<file path="src/rtl/alu_arbiter.sv">
`default_nettype none
// ============================================================================
// Module   : alu_arbiter
// Purpose  : Two-requester round-robin front end for one shared 8-bit ALU.
//            The winner's opcode and operands are latched and driven to the
//            ALU for one cycle (ISSUE). The ALU result, zero flag and an
//            illegal-opcode flag are then captured into that requester's
//            result registers, and a done pulse follows (DONE).
// Ports    : clk, rst_n               clock, synchronous active-low reset
//            req0/op0/a0/b0           requester 0 request, opcode, operands
//            req1/op1/a1/b1           requester 1 request, opcode, operands
//            gnt0/gnt1                one-cycle grant pulse (ISSUE cycle)
//            done0/done1              one-cycle completion pulse (DONE cycle)
//            res0/res1, zf0/zf1,
//            err0/err1                held result, zero flag, illegal flag
//            alu_control,
//            alu_input0/alu_input1    opcode/operands to the shared ALU
//            alu_output, alu_zero     combinational ALU result and zero flag
//            busy                     high whenever the FSM is not idle
// Revision : 1.0  initial release
// ============================================================================
module alu_arbiter (
    input  logic       clk,
    input  logic       rst_n,
    input  logic       req0,
    input  logic [2:0] op0,
    input  logic [7:0] a0,
    input  logic [7:0] b0,
    input  logic       req1,
    input  logic [2:0] op1,
    input  logic [7:0] a1,
    input  logic [7:0] b1,
    output logic       gnt0,
    output logic       gnt1,
    output logic       done0,
    output logic       done1,
    output logic [7:0] res0,
    output logic [7:0] res1,
    output logic       zf0,
    output logic       zf1,
    output logic       err0,
    output logic       err1,
    output logic [2:0] alu_control,
    output logic [7:0] alu_input0,
    output logic [7:0] alu_input1,
    input  logic [7:0] alu_output,
    input  logic       alu_zero,
    output logic       busy
);

    localparam logic [1:0] c_IDLE       = 2'd0;
    localparam logic [1:0] c_ISSUE      = 2'd1;
    localparam logic [1:0] c_DONE       = 2'd2;
    localparam logic [2:0] c_OP_ILLEGAL = 3'b101;

    logic [1:0] r_state;
    logic       r_win;      // owner of the operation in flight (1 = requester 1)
    logic       r_ill;      // operation in flight carries the illegal opcode
    logic       r_last;     // requester granted most recently
    logic       r_gnt0;
    logic       r_gnt1;
    logic       r_done0;
    logic       r_done1;
    logic [7:0] r_res0;
    logic [7:0] r_res1;
    logic       r_zf0;
    logic       r_zf1;
    logic       r_err0;
    logic       r_err1;
    logic [2:0] r_alu_control;
    logic [7:0] r_alu_input0;
    logic [7:0] r_alu_input1;
    logic       r_busy;

    logic       w_any;
    logic       w_pick1;
    logic [2:0] w_op;
    logic [7:0] w_a;
    logic [7:0] w_b;
    logic       w_ill;

    // Requester 1 wins when it is alone, or on a tie when requester 0 was
    // the last one served.
    always_comb begin
        w_any   = req0 | req1;
        w_pick1 = req1 & (~req0 | ~r_last);
        w_op    = w_pick1 ? op1 : op0;
        w_a     = w_pick1 ? a1  : a0;
        w_b     = w_pick1 ? b1  : b0;
        w_ill   = (w_op == c_OP_ILLEGAL);
    end

    always_ff @(posedge clk) begin
        if (!rst_n) begin
            r_state       <= c_IDLE;
            r_win         <= 1'b0;
            r_ill         <= 1'b0;
            r_last        <= 1'b1;
            r_gnt0        <= 1'b0;
            r_gnt1        <= 1'b0;
            r_done0       <= 1'b0;
            r_done1       <= 1'b0;
            r_res0        <= 8'h00;
            r_res1        <= 8'h00;
            r_zf0         <= 1'b0;
            r_zf1         <= 1'b0;
            r_err0        <= 1'b0;
            r_err1        <= 1'b0;
            r_alu_control <= 3'b000;
            r_alu_input0  <= 8'h00;
            r_alu_input1  <= 8'h00;
            r_busy        <= 1'b0;
        end else begin
            case (r_state)
                c_IDLE: begin
                    if (w_any) begin
                        r_state <= c_ISSUE;
                        r_win   <= w_pick1;
                        r_last  <= w_pick1;
                        r_ill   <= w_ill;
                        r_gnt0  <= ~w_pick1;
                        r_gnt1  <= w_pick1;
                        r_busy  <= 1'b1;
                        // An illegal opcode never reaches the ALU: the bus
                        // stays quiet and the result is forced at capture.
                        r_alu_control <= w_ill ? 3'b000 : w_op;
                        r_alu_input0  <= w_ill ? 8'h00  : w_a;
                        r_alu_input1  <= w_ill ? 8'h00  : w_b;
                    end
                end
                c_ISSUE: begin
                    r_state       <= c_DONE;
                    r_gnt0        <= 1'b0;
                    r_gnt1        <= 1'b0;
                    r_alu_control <= 3'b000;
                    r_alu_input0  <= 8'h00;
                    r_alu_input1  <= 8'h00;
                    if (r_win) begin
                        r_res1  <= r_ill ? 8'h00 : alu_output;
                        r_zf1   <= ~r_ill & alu_zero;
                        r_err1  <= r_ill;
                        r_done1 <= 1'b1;
                    end else begin
                        r_res0  <= r_ill ? 8'h00 : alu_output;
                        r_zf0   <= ~r_ill & alu_zero;
                        r_err0  <= r_ill;
                        r_done0 <= 1'b1;
                    end
                end
                c_DONE: begin
                    r_state <= c_IDLE;
                    r_done0 <= 1'b0;
                    r_done1 <= 1'b0;
                    r_busy  <= 1'b0;
                end
                default: begin
                    r_state       <= c_IDLE;
                    r_gnt0        <= 1'b0;
                    r_gnt1        <= 1'b0;
                    r_done0       <= 1'b0;
                    r_done1       <= 1'b0;
                    r_alu_control <= 3'b000;
                    r_alu_input0  <= 8'h00;
                    r_alu_input1  <= 8'h00;
                    r_busy        <= 1'b0;
                end
            endcase
        end
    end

    assign gnt0        = r_gnt0;
    assign gnt1        = r_gnt1;
    assign done0       = r_done0;
    assign done1       = r_done1;
    assign res0        = r_res0;
    assign res1        = r_res1;
    assign zf0         = r_zf0;
    assign zf1         = r_zf1;
    assign err0        = r_err0;
    assign err1        = r_err1;
    assign alu_control = r_alu_control;
    assign alu_input0  = r_alu_input0;
    assign alu_input1  = r_alu_input1;
    assign busy        = r_busy;

endmodule
`default_nettype wire

</file>
<file path="config.mk">
export PLATFORM = sky130hd
export DESIGN_NAME = alu_arbiter
export DESIGN_NICKNAME = d
export VERILOG_FILES = /design/src/rtl/alu_arbiter.sv
export SDC_FILE = /design/constraint.sdc
export NUM_CORES = 1
export LEC_CHECK = 0
export ABC_AREA = 1
export ABC_CLOCK_PERIOD_IN_PS = 1200
export BUFFER_PORTS_ARGS = -buffer_cell sky130_fd_sc_hd__buf_2
export CAP_MARGIN = 5
export CORE_UTILIZATION = 25
export CTS_CLUSTER_DIAMETER = 200
export DETAILED_ROUTE_END_ITERATION = 8
export GPL_TIMING_DRIVEN = 0
export MAX_ROUTING_LAYER = met4
export PLACE_DENSITY = 0.46
export SLEW_MARGIN = 40
export SYNTH_ARGS = -nofsm -noshare
export SYNTH_HDL_FRONTEND = slang
export SYNTH_SLANG_ARGS = --single-unit
export TNS_END_PERCENT = 20
</file>
<file path="constraint.sdc">
create_clock -name clk -period 1.2 [get_ports clk]
set_input_delay 0.12 -clock clk [delete_from_list [all_inputs] [get_ports clk]]
set_output_delay 0.12 -clock clk [all_outputs]
set_load 0.005 [all_outputs]
</file>
==> reports/metrics.csv, run 1 <==
stage,metric,value,unit
run_status,failing checks,setup timing,
grt,vias in the first global route,2034,
clocking,cts bufs inserted,5,
timing,actual slew at the worst max-slew pin,0.481,ns
synth,Mapped Area,2020,um^2
detailed_routing,DRT iter0 DRCs,52,
clocking,maximum clock path buffer count,2,
power,pwr/cell area,1300,nW/um^2
detailed_routing,met2 WL,2830,um
timing,setup TNS,-0.0561,ns
timing,Final period util,101,%
timing,clk_skew,0.00589,ns
clocking,clk slew on worst S/H paths,0.09,ns
detailed_routing,met1 WL,2640,um
synth,syn_area_per_cell,7.43,um^2
clocking,clk_lat worst skew,0.30,ns
detailed_routing,routed vias/inst,4.26,
placed_design,GPL Wtd Cong,0.760,
finish,Syn-to-layout area delta,49.5,%
worst_hold_path,Hold Crit Class,in2reg,
timing,"Hold Violations, Final",0,
run,reported max-cap violation count,0,
finish,"most common cell after layout, fill and taps aside",nand2_1,
clocking,cts hold-fix bufs,0,
finish,layout net count,437,
die,Starting Density,26.0,%
clocking,H-Tree Depth,2,
run_status,status,"complete, but fails checks",
placed_design,Place WS,-0.173,ns
timing,RSZ-0062 raised after global routing,true,
placed_design,IO buf count,94,
detailed_routing,WL per Instance,11.8,um
die,Core ar.,7770,um^2
timing,Max-slew headroom,67.9,%
timing,Final WS setup,-0.0106,ns
die,die height,91.9,um
synth,Post-Syn Instances,272,
finish,Final Cell Area,3020,um^2
timing,final setup vio count,7,
critical_path,WP data required,1.41,ns
placed_design,DP Wirelength,4170,um
placed_design,DP Area,2620,um^2
detailed_routing,Highest Signal Layer,met4,
detailed_routing,via count,2085,
timing,Fmax,0.826,GHz
detailed_routing,Met3 Routed Length,228,um
timing,crit path time final,1.21,ns
grt,antenna violations before repair,0,
detailed_routing,drt drc,0,
detailed_routing,Post-DRT Antenna Nets,0,
power,Leakage Power,1.56,nW
detailed_routing,Routed WL,5780,um
detailed_routing,First-pass DRT Iterations,4,
synth,yosys warns,0,
clocking,Root Buffer,clkbuf_8,
clocking,Clock Sinks,49,
grt,largest net degree at the start of global routing,16,
critical_path,crit path capture type,flop,
die,std cell rows,32,
grt,first-pass GRT wire length,9600,um
finish,most frequent cells in the layout,"nand2_1, buf_2, dfxtp_1, nand3_1, nand3_2",
timing,worst hold slack,0.0860,ns
clocking,CTS tree,yes,
synth,Mapped Nets,323,
die,die area,8450,um^2
critical_path,CP startpoint kind,flop,
grt,gr ovfl total,0,
synth,Seq cells post-synth,49,
finish,multi-input combinational cell area,1020,um^2
critical_path,crit path max fanout,8,
finish,share of cells above drive strength 1,42.6,%
die,die width,91.9,um
critical_path,CP arrival,1.42,ns
synth,sequential fraction of the synthesis area,48.5,%
finish,# fillers,829,
timing,final slew viol count,0,
power,maximum vdd drop,0.000552,V
synth,count of different cell masters after synthesis,22,
finish,ANT cells,0,
finish,Storage cell area,985,um^2
die,# IOs,95,
critical_path,Setup CP Type,reg2reg,
grt,Tot GR Track Use,14.7,%
layer usage:
| metal | vias up | GRT usage [%] |
|---|---|---|
| met5 | - | - |
| met4 | 0 | 4.69 |
| met3 | 7 | 3.07 |
| met2 | 45 | 24.1 |
| met1 | 924 | 18.0 |
| li1 | 1109 | - |
synthesized netlist by cell type:
| cell | n | area share, % |
|---|---|---|
| nand2_1 | 111 | 21 |
| dfxtp_1 | 49 | 49 |
| nand3_1 | 37 | 9.2 |
| o21ai_0 | 21 | 5.2 |
| inv_1 | 10 | 1.9 |
| a21oi_1 | 9 | 2.2 |
| nor2_1 | 7 | 1.3 |
| buf_2 | 4 | 0.99 |
| buf_6 | 4 | 2.2 |
| nand2_2 | 3 | 0.93 |
| nand3_2 | 3 | 1.5 |
| inv_2 | 2 | 0.37 |
| nand2_4 | 2 | 1.1 |
| nor2_4 | 2 | 1.1 |
| a21oi_2 | 1 | 0.43 |
| buf_1 | 1 | 0.19 |
| clkbuf_1 | 1 | 0.19 |
| clkinv_1 | 1 | 0.19 |
| nand3_4 | 1 | 0.87 |
| nand3b_1 | 1 | 0.37 |
| nor2_2 | 1 | 0.31 |
| or2_1 | 1 | 0.31 |
area by class of cell:
type	instances	share of cell area (%)
plain buffers	10	3.48
inverters	13	1.90
flip-flops and latches	49	32.6
clock buffers	5	2.28
well taps	102	4.22
multi-input cells	200	33.8
repair buffers	107	19.6
clock inverters	3	2.15
worst paths after layout:
check                                endpoint  slack [ns]     startpoint  cells past startpoint
worst min-delay path                  res0[2]        0.09  alu_output[2]                      3
worst max-delay path            alu_input1[5]       -0.01         r_last                      9
worst min register to register  alu_input0[0]        0.45  alu_input0[0]                      2
worst max register to register  alu_input1[5]       -0.01         r_last                      9
stage by stage:
stage / total power, mW / std cells / utilization (%)
after CTS: 3.93 / 482 / 37.2
after detailed placement: 2.45 / 468 / 33.7
after floorplan: 2.17 / 272 / -
after global routing: 4.15 / 489 / 38.9
after global placement: 2.45 / 468 / 33.7
final: 3.93 / 489 / 38.9
state kept, by name (all words and copies together), names as in the netlist:
signal	flops
done0	1
gnt0	1
alu_input0	8
r_ill	1
alu_input1	8
res0	8
done1	1
r_last	1
err0	1
alu_control	3
res1	8
busy	1
zf0	1
gnt1	1
err1	1
r_state	2
zf1	1
r_win	1
critical path, cell delays in order, from the launching register on:
cell and delay [ns]:
dfxtp_2 0.36, nand2_4 0.07, nand2_4 0.07, buf_6 0.12, nand2_4 0.05, nand2_4 0.06, nand3_4 0.11, buf_6 0.17
nand3_1 0.06, nand2_1 0.04
cells by family (layout without fill, tap and decap cells):
logic type,count (synthesis),after routing,share of synthesized area (%)
simple gates,169,169,37.6
compound gates,31,31,7.86
buf+inv,23,138,6.01
flops,49,49,48.5
repair_timing:
| action | in CTS | in global routing |
|---|---|---|
| pin swaps | 6 | 9 |
| gates cloned | 1 | 0 |
| hold endpoints to repair | 0 | 0 |
| setup buffers | 5 | 7 |
| endpoints found under the setup margin | 33 | 41 |
| gates resized for setup | 23 | 37 |
where the power goes:
| part | switching, mW | internal (mW) | leakage (nW) |
|---|---|---|---|
| clock | 0.561 | 0.828 | 0.0681 |
| combinational | 0.400 | 0.341 | 1.09 |
| sequential | 0.0648 | 1.74 | 0.401 |
(Power assumes the default switching activity.)
==> run 2: changes to the inputs <==
Settings changed: CELL_PAD_IN_SITES_DETAIL_PLACEMENT from default to 1, CELL_PAD_IN_SITES_GLOBAL_PLACEMENT from default to 1, HOLD_SLACK_MARGIN from default to 0.15, PLACE_DENSITY 0.46 to 0.64.
==> reports/metrics.csv, run 2 (synthesis results as in run 1) <==
stage,metric,value,unit,change
clocking,Clock Sinks,49,,unchanged
die,die width,91.9,um,unchanged
finish,Syn-to-layout area delta,63.2,%,was 49.5%
run,reported max-cap violation count,0,,unchanged
grt,antenna violations before repair,0,,unchanged
clocking,clk slew on worst S/H paths,0.10,ns,was 0.09 ns
critical_path,crit path capture type,flop,,unchanged
die,# IOs,95,,unchanged
placed_design,Place WS,-0.160,ns,was -0.173 ns
timing,RSZ-0062 raised after global routing,true,,unchanged
die,Starting Density,26.0,%,unchanged
die,die area,8450,um^2,unchanged
critical_path,WP data required,1.41,ns,about the same
detailed_routing,routed vias/inst,4.51,,was 4.26
timing,final setup vio count,7,,unchanged
run_status,failing checks,setup timing,,unchanged
critical_path,crit path cell chain,nand2_4 -> nand2_4 -> buf_8 -> nand2_4 -> nand2_4 -> nand3_4 -> buf_8 -> nand3_1 -> nand2_1,,was nand2_4 -> nand2_4 -> buf_6 -> nand2_4 -> nand2_4 -> nand3_4 -> buf_6 -> nand3_1 -> nand2_1
clocking,CTS tree,yes,,unchanged
timing,crit path time final,1.21,ns,about the same
finish,layout net count,464,,was 437
grt,largest net degree at the start of global routing,17,,was 16
clocking,cts bufs inserted,5,,unchanged
finish,"most common cell after layout, fill and taps aside",nand2_1,,unchanged
finish,fin cells,516,,was 489
finish,Util after Layout,42.5,%,was 38.9%
finish,share of cells above drive strength 1,38.4,%,was 42.6%
grt,gr ovfl total,0,,unchanged
timing,Max-slew headroom,66.0,%,was 67.9%
finish,Final Cell Area,3300,um^2,was 3020 um^2
timing,Final period util,101,%,about the same
power,maximum vdd drop,0.000404,V,was 0.000552 V
placed_design,DP Wirelength,4620,um,was 4170 um
detailed_routing,First-pass DRT Iterations,4,,unchanged
critical_path,Max stage delay on crit path,0.36,ns,about the same
placed_design,dpl cells,468,,unchanged
critical_path,Setup CP Type,reg2reg,,unchanged
timing,worst hold slack,0.146,ns,was 0.0860 ns
power,Leakage Power,1.67,nW,was 1.56 nW
die,std cell rows,32,,unchanged
detailed_routing,via count,2327,,was 2085
grt,Tot GR Track Use,17.1,%,was 14.7%
timing,clk_skew,0.0142,ns,was 0.00589 ns
clocking,maximum clock path buffer count,2,,unchanged
timing,Fmax,0.823,GHz,was 0.826 GHz
placed_design,IO buf count,94,,unchanged
power,Tot Pwr,3.85,mW,was 3.93 mW
power,pwr/cell area,1170,nW/um^2,was 1300 nW/um^2
timing,setup TNS,-0.0562,ns,was -0.0561 ns
critical_path,Critical-path top delay cell,dfxtp_2,,unchanged
finish,ANT cells,0,,unchanged
grt,first-pass GRT wire length,11000,um,was 9600 um
detailed_routing,drt drc,0,,unchanged
worst_hold_path,Hold Crit Class,in2reg,,unchanged
detailed_routing,DRT iter0 DRCs,32,,was 52
run_status,status,"complete, but fails checks",,unchanged
clocking,H-Tree Depth,2,,unchanged
grt,vias in the first global route,2331,,was 2034
timing,final slew viol count,0,,unchanged
finish,most frequent cells in the layout,"nand2_1, buf_2, dfxtp_1, dlygate4sd3_1, nand3_1",,"was nand2_1, buf_2, dfxtp_1, nand3_1, nand3_2"
clocking,Root Buffer,clkbuf_8,,unchanged
timing,actual slew at the worst max-slew pin,0.511,ns,was 0.481 ns
die,die height,91.9,um,unchanged
critical_path,Top delay family on crit path,simple AND/OR/NAND/NOR gates,,unchanged
clocking,clk_lat worst skew,0.31,ns,was 0.30 ns
critical_path,CP dominant cell by count,nand2_4,,unchanged
critical_path,CP startpoint kind,flop,,unchanged
critical_path,crit path max fanout,10,,was 8
finish,# fillers,991,,was 829
die,Core ar.,7770,um^2,unchanged
critical_path,CP arrival,1.43,ns,was 1.42 ns
placed_design,DP Area,2620,um^2,unchanged
critical_path,critical path buffer and inverter count,2,,unchanged
timing,Final WS setup,-0.0148,ns,was -0.0106 ns
detailed_routing,Post-DRT Antenna Nets,0,,unchanged
detailed_routing,WL per Instance,13.5,um,was 11.8 um
detailed_routing,Routed WL,6990,um,was 5780 um
placed_design,GPL Wtd Cong,0.736,,was 0.760
timing,"Hold Violations, Final",0,,unchanged
==> run 2: cell types whose count changed in the layout (fill, tap and decap cells not counted), moves of 2 or more <==
| cell | change |
|---|---|
| dlygate4sd3_1 | +31 |
| o21ai_0 | +9 |
| o21ai_1 | -7 |
| buf_4 | -6 |
| buf_12 | +3 |
| nand2_2 | -3 |
| buf_6 | -2 |
| nand2_1 | +2 |
| nor2_1 | -2 |
| nor2_2 | +2 |
| o21ai_2 | -2 |
==> run 2: report_power, final <==
| group | total [mW] | internal, mW | switching [mW] |
|---|---|---|---|
| combinational | 0.826 | 0.403 | 0.423 |
| clock | 1.22 | 0.626 | 0.591 |
| sequential | 1.81 | 1.74 | 0.0693 |
==> run 2: area by class of cell <==
cell class                 instances  area, um^2  share of cell area (%)
sequential                        49         988                    30.0
tap                              102         128                    3.87
multi-input combinational        200        1010                    30.6
buffer                            10         101                    3.07
timing repair buffer             134         901                    27.3
clock inverter                     3        43.8                    1.33
clock buffer                       5        68.8                    2.09
inverter                          13        57.6                    1.75
==> run 2: worst reg2reg max path: cells and delay by family (launching register included) <==
kind	cells	cell delay (ns)
AND/OR/NAND/NOR	7	0.48
flip-flops	1	0.36
buffers and inverters	2	0.28
==> run 2: worst paths after layout <==
path,slack [ns],startpoint,cells past startpoint,end
setup reg to reg,-0.01,r_last,9,alu_input0[7]
setup / recovery,-0.01,r_last,9,alu_input0[7]
hold reg to reg,0.45,alu_input1[4],2,alu_input1[4]
hold / removal,0.15,b1[4],5,alu_input1[4]
==> run 2: metal layers <==
metal	part of all wire, %	global-route usage [%]	wire (um)	up-vias
met5	0	-	0	-
met4	2.8	6.90	193	0
met3	2.8	2.82	198	17
met2	53	29.6	3730	49
met1	41	19.6	2860	1097
li1	-	-	-	1164
==> run 2: what timing repair did <==
action | 4_1_cts | 5_1_grt
pin swaps | 4 | 7
gates cloned | 0 | 2
hold endpoints to repair | 29 | 0
gates resized for setup | 20 | 28
setup buffers | 6 | 1
endpoints found under the setup margin | 34 | 42
hold buffers | 31 | 0
==> run 3: changes to the inputs <==
Settings changed: ABC_CLOCK_PERIOD_IN_PS 1200 to 1300, PLACE_DENSITY 0.64 to 0.61.
Clock period 1.2 ns to 1.3 ns, I/O delays scaled along.
==> reports/metrics.csv, run 3 (synthesis results as in run 1) <==
stage,metric,value,unit,change
timing,final setup vio count,0,,was 7
timing,Fmax,0.783,GHz,was 0.823 GHz
placed_design,Place WS,-0.0736,ns,was -0.160 ns
clocking,clk slew on worst S/H paths,0.10,ns,about the same
timing,final slew viol count,0,,unchanged
critical_path,CP arrival,1.48,ns,was 1.43 ns
detailed_routing,First-pass DRT Iterations,4,,unchanged
worst_hold_path,hold path start,a0[5],,was b1[4]
timing,actual slew at the worst max-slew pin,0.528,ns,was 0.511 ns
detailed_routing,WL per Instance,13.2,um,was 13.5 um
critical_path,Setup CP Type,reg2reg,,unchanged
detailed_routing,via count,2302,,was 2327
die,# IOs,95,,unchanged
timing,crit path time final,1.28,ns,was 1.21 ns
finish,Final Cell Area,3270,um^2,was 3300 um^2
finish,most frequent cells in the layout,"nand2_1, buf_2, dfxtp_1, dlygate4sd3_1, nand3_1",,unchanged
timing,clk_skew,0.00808,ns,was 0.0142 ns
power,maximum vdd drop,0.000383,V,was 0.000404 V
finish,"most common cell after layout, fill and taps aside",nand2_1,,unchanged
grt,GR Util met1,20.4,%,was 19.6%
clocking,Root Buffer,clkbuf_8,,unchanged
detailed_routing,drt drc,0,,unchanged
timing,RSZ-0062 raised after global routing,true,,unchanged
finish,fin cells,521,,was 516
critical_path,CP startpoint kind,flop,,unchanged
run,reported max-cap violation count,0,,unchanged
critical_path,Crit. Startpoint,r_last,,unchanged
timing,worst hold slack,0.156,ns,was 0.146 ns
detailed_routing,Post-DRT Antenna Nets,0,,unchanged
die,die width,91.9,um,unchanged
die,std cell rows,32,,unchanged
timing,Final period util,98.3,%,was 101%
placed_design,DP Area,2620,um^2,unchanged
placed_design,DP Wirelength,4580,um,was 4620 um
run_status,status,"finished, final reports clean",,"was complete, but fails checks"
placed_design,IO buf count,94,,unchanged
grt,antenna violations before repair,0,,unchanged
finish,ANT cells,0,,unchanged
clocking,clk_lat worst skew,0.30,ns,was 0.31 ns
critical_path,critical path buffer and inverter count,2,,unchanged
clocking,Clock Sinks,49,,unchanged
grt,largest net degree at the start of global routing,16,,was 17
placed_design,dpl cells,468,,unchanged
grt,Tot GR Track Use,16.8,%,was 17.1%
clocking,H-Tree Depth,2,,unchanged
finish,share of cells above drive strength 1,36.8,%,was 38.4%
clocking,cts bufs inserted,5,,unchanged
die,Core ar.,7770,um^2,unchanged
worst_hold_path,Hold Crit Class,in2reg,,unchanged
placed_design,GPL Wtd Cong,0.705,,was 0.736
grt,vias in the first global route,2275,,was 2331
timing,"Hold Violations, Final",0,,unchanged
die,Starting Density,26.0,%,unchanged
detailed_routing,Routed WL,6900,um,was 6990 um
grt,gr ovfl total,0,,unchanged
critical_path,worst r2r src,r_last,,unchanged
finish,layout net count,469,,was 464
clocking,CTS tree,yes,,unchanged
grt,first-pass GRT wire length,10800,um,was 11000 um
grt,GRT met3 Usage,2.40,%,was 2.82%
grt,gr busiest metal,met2,,unchanged
timing,Max-slew headroom,64.8,%,was 66.0%
clocking,maximum clock path buffer count,2,,unchanged
critical_path,Critical-path top delay cell,dfxtp_2,,unchanged
critical_path,Top delay family on crit path,simple AND/OR/NAND/NOR gates,,unchanged
detailed_routing,routed vias/inst,4.42,,was 4.51
finish,Syn-to-layout area delta,61.9,%,was 63.2%
critical_path,crit path cell chain,nand2_4 -> nand2_4 -> buf_6 -> nand2_4 -> nand2_4 -> nand3_4 -> buf_4 -> nand3_1 -> nand2_1,,was nand2_4 -> nand2_4 -> buf_8 -> nand2_4 -> nand2_4 -> nand3_4 -> buf_8 -> nand3_1 -> nand2_1
power,Leakage Power,1.66,nW,was 1.67 nW
power,Tot Pwr,3.56,mW,was 3.85 mW
die,die area,8450,um^2,unchanged
detailed_routing,DRT iter0 DRCs,52,,was 32
timing,Final WS setup,0.0223,ns,was -0.0148 ns
critical_path,CP dominant cell by count,nand2_4,,unchanged
power,pwr/cell area,1090,nW/um^2,was 1170 nW/um^2
critical_path,Max stage delay on crit path,0.36,ns,about the same
critical_path,crit path max fanout,5,,was 10
die,die height,91.9,um,unchanged
finish,# fillers,1009,,was 991
critical_path,crit path capture type,flop,,unchanged
grt,met2 Resource Use GR,28.4,%,was 29.6%
critical_path,WP data required,1.50,ns,was 1.41 ns
-- run 3: cell count changes in the layout (fill, tap and decap cells not counted), moves of 2 or more --
| cell | delta |
|---|---|
| buf_12 | -2 |
| buf_4 | +5 |
| buf_6 | +2 |
| buf_8 | -3 |
| dlygate4sd3_1 | +3 |
| nand3_1 | +4 |
| nand3_2 | -4 |
| o21ai_0 | +3 |
| o21ai_1 | -2 |
-- run 3: timing repair --
| item | 4_1_cts | 5_1_grt |
|---|---|---|
| hold endpoints to repair | 29 | 0 |
| buffers inserted | 5 | 5 |
| cloned | 0 | 1 |
| pin swaps | 1 | 8 |
| hold buffers | 34 | 0 |
| resized for setup | 3 | 29 |
| endpoints found under the setup margin | 23 | 40 |
-- run 3: final timing paths --
| kind | to | slack, ns | depth (start not counted) |
|---|---|---|---|
| setup reg to reg | alu_input1[6] | 0.02 | 9 |
| hold / removal | alu_input0[5] | 0.16 | 5 |
| hold reg to reg | alu_input1[1] | 0.45 | 2 |
| setup / recovery | alu_input1[6] | 0.02 | 9 |
-- run 3: area by class of cell --
class	count	area, um^2	share of cell area, %
Multi-Input combinational cell	200	977	29.9
Inverter	13	57.6	1.76
Clock buffer	6	82.6	2.52
Timing Repair Buffer	139	915	28.0
Tap cell	102	128	3.90
Clock inverter	2	37.5	1.15
Sequential cell	49	985	30.1
Buffer	10	90.1	2.75
-- run 3: layer usage --
metal / part of all wire (%) / routed length (um) / vias up
li1: - / - / 1168
met1: 44 / 3030 / 1080
met2: 52 / 3580 / 47
met3: 2.7 / 189 / 7
met4: 1.3 / 92 / 0
met5: 0 / 0 / -
-- run 3: power by group --
part | internal (mW) | leakage, nW | switching, mW
logic | 0.356 | 1.21 | 0.376
clock network | 0.626 | 0.0574 | 0.532
registers | 1.61 | 0.401 | 0.0624
total | 2.59 | 1.66 | 0.970
-- run 3: metrics by stage --
| stage | utilization, % | setup TNS, ns |
|---|---|---|
| 4_1_cts | 40.2 | 0 |
| 3_3_place_gp | 33.7 | -0.519 |
| 2_1_floorplan | - | 0 |
| 3_5_place_dp | 33.7 | -0.705 |
| 5_1_grt | 42.1 | -0.698 |
| 6_report | 42.1 | 0 |
-- run 3: worst min-delay path: cells and delay by family --
kind	cells	cell delay, ns
buffers and inverters	1	0.08
and+or+nand+nor	4	0.23
